**src/rtl/simple_cpu_ctrl.sv**
```systemverilog
// Multi-cycle sequencer for the 16-bit CPU datapath: fetch, decode, execute and
// write back one instruction at a time, keeping PC, Z/C flags and a retired count.
module simple_cpu_ctrl #(
  parameter int DATA_WIDTH = 16,
  parameter int ADDR_WIDTH = 3,
  parameter int PC_WIDTH   = 8
) (
  input  logic                  clk,
  input  logic                  reset,
  input  logic                  start,
  output logic [PC_WIDTH-1:0]   imem_addr,
  input  logic [31:0]           imem_data,
  input  logic [DATA_WIDTH-1:0] alu_result,
  input  logic                  alu_cout,
  output logic [ADDR_WIDTH-1:0] reg_read_addr1,
  output logic [ADDR_WIDTH-1:0] reg_read_addr2,
  output logic                  reg_write_enable,
  output logic [ADDR_WIDTH-1:0] reg_write_addr,
  output logic [DATA_WIDTH-1:0] reg_write_data,
  output logic                  alu_cin,
  output logic                  alu_mode,
  output logic [3:0]            alu_comm,
  output logic                  b_source_sel,
  output logic [DATA_WIDTH-1:0] alu_b_imm,
  output logic                  busy,
  output logic                  halted,
  output logic                  flag_z,
  output logic                  flag_c,
  output logic [15:0]           instr_count
);

  localparam logic [2:0] S_IDLE   = 3'd0;
  localparam logic [2:0] S_FETCH  = 3'd1;
  localparam logic [2:0] S_DECODE = 3'd2;
  localparam logic [2:0] S_EXEC   = 3'd3;
  localparam logic [2:0] S_WB     = 3'd4;
  localparam logic [2:0] S_HALTED = 3'd5;

  localparam logic [2:0] OP_ALU_RR = 3'b000;
  localparam logic [2:0] OP_ALU_RI = 3'b001;
  localparam logic [2:0] OP_LDI    = 3'b010;
  localparam logic [2:0] OP_NOP    = 3'b011;
  localparam logic [2:0] OP_HALT   = 3'b100;
  localparam logic [2:0] OP_JMP    = 3'b101;
  localparam logic [2:0] OP_JZ     = 3'b110;
  localparam logic [2:0] OP_JC     = 3'b111;

  logic [2:0]            state_q, state_d;
  logic [PC_WIDTH-1:0]   pc_q, pc_d;
  logic [31:0]           ir_q, ir_d;
  logic [DATA_WIDTH-1:0] result_q, result_d;
  logic                  carry_tmp_q, carry_tmp_d;
  logic                  flag_z_q, flag_z_d;
  logic                  flag_c_q, flag_c_d;
  logic                  halted_q, halted_d;
  logic [15:0]           count_q, count_d;

  logic [2:0]            op_s;
  logic [PC_WIDTH-1:0]   pc_inc_s;
  logic [PC_WIDTH-1:0]   target_s;
  logic                  is_alu_s;
  logic                  unused_ir_bit_s;

  assign op_s            = ir_q[31:29];
  assign pc_inc_s        = pc_q + PC_WIDTH'(1);
  assign target_s        = ir_q[PC_WIDTH-1:0];
  assign is_alu_s        = (op_s == OP_ALU_RR) || (op_s == OP_ALU_RI);
  assign unused_ir_bit_s = ir_q[16];

  // Datapath controls are pure decodes of IR so they hold steady from EXEC through WB.
  assign alu_cin          = ir_q[28];
  assign alu_mode         = ir_q[27];
  assign alu_comm         = ir_q[26:23];
  assign reg_write_addr   = ir_q[22:20];
  assign reg_read_addr1   = ir_q[19:17];
  assign reg_read_addr2   = ir_q[ADDR_WIDTH-1:0];
  assign alu_b_imm        = ir_q[DATA_WIDTH-1:0];
  assign b_source_sel     = (op_s == OP_ALU_RI);
  assign reg_write_data   = result_q;
  // A reset landing on the WB cycle must suppress the write that cycle.
  assign reg_write_enable = (state_q == S_WB) && !reset;
  assign imem_addr        = pc_q;
  assign busy             = (state_q == S_FETCH) || (state_q == S_DECODE) ||
                            (state_q == S_EXEC)  || (state_q == S_WB);
  assign halted           = halted_q;
  assign flag_z           = flag_z_q;
  assign flag_c           = flag_c_q;
  assign instr_count      = count_q;

  // Next-state and datapath-register update for the instruction sequencer.
  always_comb begin
    state_d     = state_q;
    pc_d        = pc_q;
    ir_d        = ir_q;
    result_d    = result_q;
    carry_tmp_d = carry_tmp_q;
    flag_z_d    = flag_z_q;
    flag_c_d    = flag_c_q;
    halted_d    = halted_q;
    count_d     = count_q;
    case (state_q)
      S_IDLE, S_HALTED: begin
        if (start) begin
          state_d  = S_FETCH;
          halted_d = 1'b0;
        end else begin
          state_d  = state_q;
        end
      end
      S_FETCH:  state_d = S_DECODE;
      S_DECODE: begin
        ir_d    = imem_data;
        state_d = S_EXEC;
      end
      S_EXEC: begin
        case (op_s)
          OP_ALU_RR, OP_ALU_RI: begin
            result_d    = alu_result;
            carry_tmp_d = alu_cout;
            state_d     = S_WB;
          end
          OP_LDI: begin
            result_d = ir_q[DATA_WIDTH-1:0];
            state_d  = S_WB;
          end
          OP_HALT: begin
            pc_d     = pc_inc_s;
            halted_d = 1'b1;
            count_d  = count_q + 16'd1;
            state_d  = S_HALTED;
          end
          OP_JMP: begin
            pc_d    = target_s;
            count_d = count_q + 16'd1;
            state_d = S_FETCH;
          end
          OP_JZ: begin
            pc_d    = flag_z_q ? target_s : pc_inc_s;
            count_d = count_q + 16'd1;
            state_d = S_FETCH;
          end
          OP_JC: begin
            pc_d    = flag_c_q ? target_s : pc_inc_s;
            count_d = count_q + 16'd1;
            state_d = S_FETCH;
          end
          default: begin
            pc_d    = pc_inc_s;
            count_d = count_q + 16'd1;
            state_d = S_FETCH;
          end
        endcase
      end
      S_WB: begin
        pc_d    = pc_inc_s;
        count_d = count_q + 16'd1;
        state_d = S_FETCH;
        // LDI writes a register but leaves the flags alone.
        if (is_alu_s) begin
          flag_z_d = (result_q == {DATA_WIDTH{1'b0}});
          flag_c_d = carry_tmp_q;
        end else begin
          flag_z_d = flag_z_q;
          flag_c_d = flag_c_q;
        end
      end
      default: state_d = S_IDLE;
    endcase
  end

  // State registers with synchronous reset.
  always_ff @(posedge clk) begin
    if (reset) begin
      state_q     <= S_IDLE;
      pc_q        <= {PC_WIDTH{1'b0}};
      ir_q        <= 32'd0;
      result_q    <= {DATA_WIDTH{1'b0}};
      carry_tmp_q <= 1'b0;
      flag_z_q    <= 1'b0;
      flag_c_q    <= 1'b0;
      halted_q    <= 1'b0;
      count_q     <= 16'd0;
    end else begin
      state_q     <= state_d;
      pc_q        <= pc_d;
      ir_q        <= ir_d;
      result_q    <= result_d;
      carry_tmp_q <= carry_tmp_d;
      flag_z_q    <= flag_z_d;
      flag_c_q    <= flag_c_d;
      halted_q    <= halted_d;
      count_q     <= count_d;
    end
  end

endmodule

```
**config.mk**
```make
export PLATFORM = sky130hd
export DESIGN_NAME = simple_cpu_ctrl
export DESIGN_NICKNAME = d
export VERILOG_FILES = /design/src/rtl/simple_cpu_ctrl.sv
export SDC_FILE = /design/constraint.sdc
export NUM_CORES = 1
export LEC_CHECK = 0
export CAP_MARGIN = 20
export CORE_MARGIN = 2
export CORE_UTILIZATION = 45
export DETAILED_ROUTE_END_ITERATION = 6
export GPL_TIMING_DRIVEN = 0
export PLACE_DENSITY = 0.8
export SYNTH_ARGS = -nofsm -noshare
export SYNTH_HDL_FRONTEND = slang
export SYNTH_SLANG_ARGS = --single-unit
```
**constraint.sdc**
```tcl
create_clock -name clk -period 2.4 [get_ports clk]
set_input_delay 0.72 -clock clk [delete_from_list [all_inputs] [get_ports clk]]
set_output_delay 0.72 -clock clk [all_outputs]
set_load 0.05 [all_outputs]
```
==> results.toml <==
[floorplanning]
rows = 32
io_pins = 129
die_x_um = 94.15
die_area_sq_um = 8864
start_util_pct = 46.84
fp.coreArea_sq_um = 7807
die_h_um = 94.15

[critical_path]
worstSetupPathType = "reg -> out"
cp.required_ns = 1.68
critPathCaptureType = "output pin"
critPathSlowestCell = "clkdlybuf4s50_1"
cpLargestDelayFamily = "buffers and inverters"
worstPathCellList = "clkdlybuf4s50_1"
crit_buf_inv = 1
crit_arrival_ns = 1.64
slowest_delay_ns = 0.85
setup.worst_path.start_class = "flip-flop"
cp_max_fo = 5

[cts]
clockRootBuffer = "clkbuf_8"
cts_tree = "yes"
clk_latency_ns = 0.35
clock_sinks = 78
cts_buffers = 9
clock_path_buffers = 2
cts_max_level = 3
cts_setup_buffers = 0
clk_pin_slew_ns = 0.08

[logic_synthesis]
syn_avg_cell_area_sq_um = 8.466
synth_largest_area_cell = "dfxtp_1"
async_flop_share_pct = 0
synthTopCellsByArea = "dfxtp_1 (43%), nand2_1 (7.2%), mux2i_1 (6.8%)"
yosysSeqAreaShare_pct = 42.70
synthSimpleGateAreaFrac_pct = 22.17
synth.distinct_cells = 42
syn-cell-area_sq_um = 3657
muxShareOfSynthArea_pct = 6.842
synth-main-ff-cell = "dfxtp_1"
synth_xor_area_share_pct = 3.592
synth_compound_area_share_pct = 13.62
ys_ff_latch = 78
synth_edf_count = 0
synth_top_area_share_pct = 42.70
yosys-top-cells-count = "dfxtp_1 (78), nand2_1 (70), nor2_1 (47)"
synth.net_count = 486
synth_top_family_by_area = "simple AND/OR/NAND/NOR gates"
yosysMostFrequentCell = "dfxtp_1"
syn_inst = 432
yosys.area_share.adder_pct = 0.6842
yosys_warnings = 0

[layout]
diodes = 0
final_cells = 675
utilization_pct = 67.58
regArea_sq_um = 1562
multi_input_area_sq_um = 1723
area_growth_pct = 44.27
finalNetCount = 622
fillerInstances = 670
drive_above_1_share_pct = 11.87

[sta]
rsz0062_at_grt = "no"
tightest_slew_ns = 0.5237
hold_violations = 0
finalCriticalPeriod_ns = 2.356
max_freq_mhz = 424.4
skew_ns = 0.01062
setup_violations = 0
relSlewSlack_pct = 64.98
fin_crit_sh_pct = 98.18
slew_viol_final = 0

[global_route]
grt_use_total_pct = 22.06
antenna_found_initial = 0
grt_max_degree = 13
grt_pass1_vias = 3349
grt_overflow = 0
grt_pass1_wl_mm = 15.65

[detailed_routing]
routedWlPerCell_um = 14.28
drtIter0Drc = 138
drc = 0
antenna_left = 0
num_vias = 3388
routed_wl_mm = 9.639
avgViaCountPerCell = 5.019
drtPass1Iterations = 4

[power]
leakagePower_nw = 2.053
irDropWorstVdd_v = 0.0003602
p_per_area_nw_per_um2 = 622.9

[job]
maxCapViolCount = 0

[placed_design]
place_inst = 660
io_buffers = 126
gp_congestion = 0.8544
place_hpwl_mm = 7.306

[worst_hold_path]
hold_class = "reg -> reg"

[outcome]
outcome = "complete, no violations"
## cell families after synthesis
family | after synthesis
flops | 78
simple gates | 171
xor+xnor | 15
buf+inv | 62
fa+ha+maj | 2
compound gates | 79
mux | 25
## cell type report
cell class | instances | area share, %
Timing Repair Buffer | 126 | 23.67
Clock buffer | 13 | 3.201
Tap cell | 102 | 2.419
Sequential cell | 78 | 29.59
Multi-Input combinational cell | 292 | 32.65
Inverter | 4 | 0.2846
Buffer | 57 | 6.948
Clock inverter | 3 | 1.233
## state kept, by name, summed over array words and instances (netlist names)
signal          cells
flag_c              1
instr_count        16
halted              1
reg_write_data     16
flag_z              1
carry_tmp_q         1
ir_q               31
imem_addr           8
state_q             3
## cell usage in the layout (no fill, tap or decap), drive strengths merged
master         netlist  routed
clkdlybuf4s50        0     111
clkdlybuf4s15        0       1
a21o                 1       1
dlymetal6s2s         0       3
and3                 4       4
a21oi               42      42
clkinv               0       1
a31oi                1       1
buf                 40      40
clkbuf              18      32
inv                  4       4
or3                  7       7
dfxtp               78      78
nand2b               2       2
a211oi              19      19
xnor2                8       8
and4                 1       1
nand3               11      11
or3b                 2       2
ha                   2       2
o2bb2ai              2       2
dlygate4sd2          0       9
a22o                 1       1
xor2                 7       7
mux2i               25      25
o21a                 1       1
o21ai                7       7
o32ai                4       4
and2                 1       1
nor2b                5       5
nor4                 4       4
nor3                 5       5
nor3b                5       5
nand2               70      70
nand3b               3       3
nand4                4       4
nor2                47      47
bufinv               0       2
a2bb2oi              1       1
## tightest hold or removal path: stages, from the launching register on
cell and delay [ns]:
dfxtp_1 0.31, nand2_1 0.05, a21oi_1 0.05
## final timing paths
check / from / to / slack, ns / cells after the start
setup reg to reg: state_q[2] / reg_write_data[9] / 0.55 / 5
hold reg to reg: ir_q[26] / ir_q[26] / 0.46 / 2
hold / removal: ir_q[26] / ir_q[26] / 0.46 / 2
setup / recovery: instr_count[4] / instr_count[4] / 0.04 / 1
## report_power, final
group	leakage, nW	total, mW	switching, mW	internal, mW
clock network	0.120	1.13	0.457	0.670
logic	1.30	0.755	0.447	0.308
registers	0.631	1.40	0.0495	1.36
total	2.05	3.29	0.953	2.33
## routing by layer
metal | vias to the layer above | track usage [%] | share of wire (%)
met2 | 75 | 38.87 | 51
li1 | 1714 | - | -
met3 | 9 | 3.692 | 4.2
met4 | 0 | 7.971 | 1.3
met5 | - | 0 | 0
met1 | 1590 | 26.92 | 44
## timing repair
| action | in CTS | in global routing |
|---|---|---|
| gates cloned | 0 | 0 |
| hold buffers | 0 | 0 |
| endpoints found under the setup margin | 12 | 5 |
| gates resized for setup | 19 | 8 |
## through the flow
stage          worst slack, ns  total power [mW]  instance area (sq um)  TNS (ns)  hold slack [ns]
6_report               0.04368             3.287                   5276         0           0.4613
3_5_place_dp           -0.8668             2.201                   5055   -0.8668           0.4506
3_3_place_gp           -0.8347             2.186                   5055   -0.8347           0.4431
2_1_floorplan          0.03737             1.928                   3666         0           0.4367
4_1_cts                -0.1339             3.308                   5284   -0.1339           0.4614
5_1_grt               0.002692             3.409                   5276         0           0.4888
(Power assumes the default switching activity.)
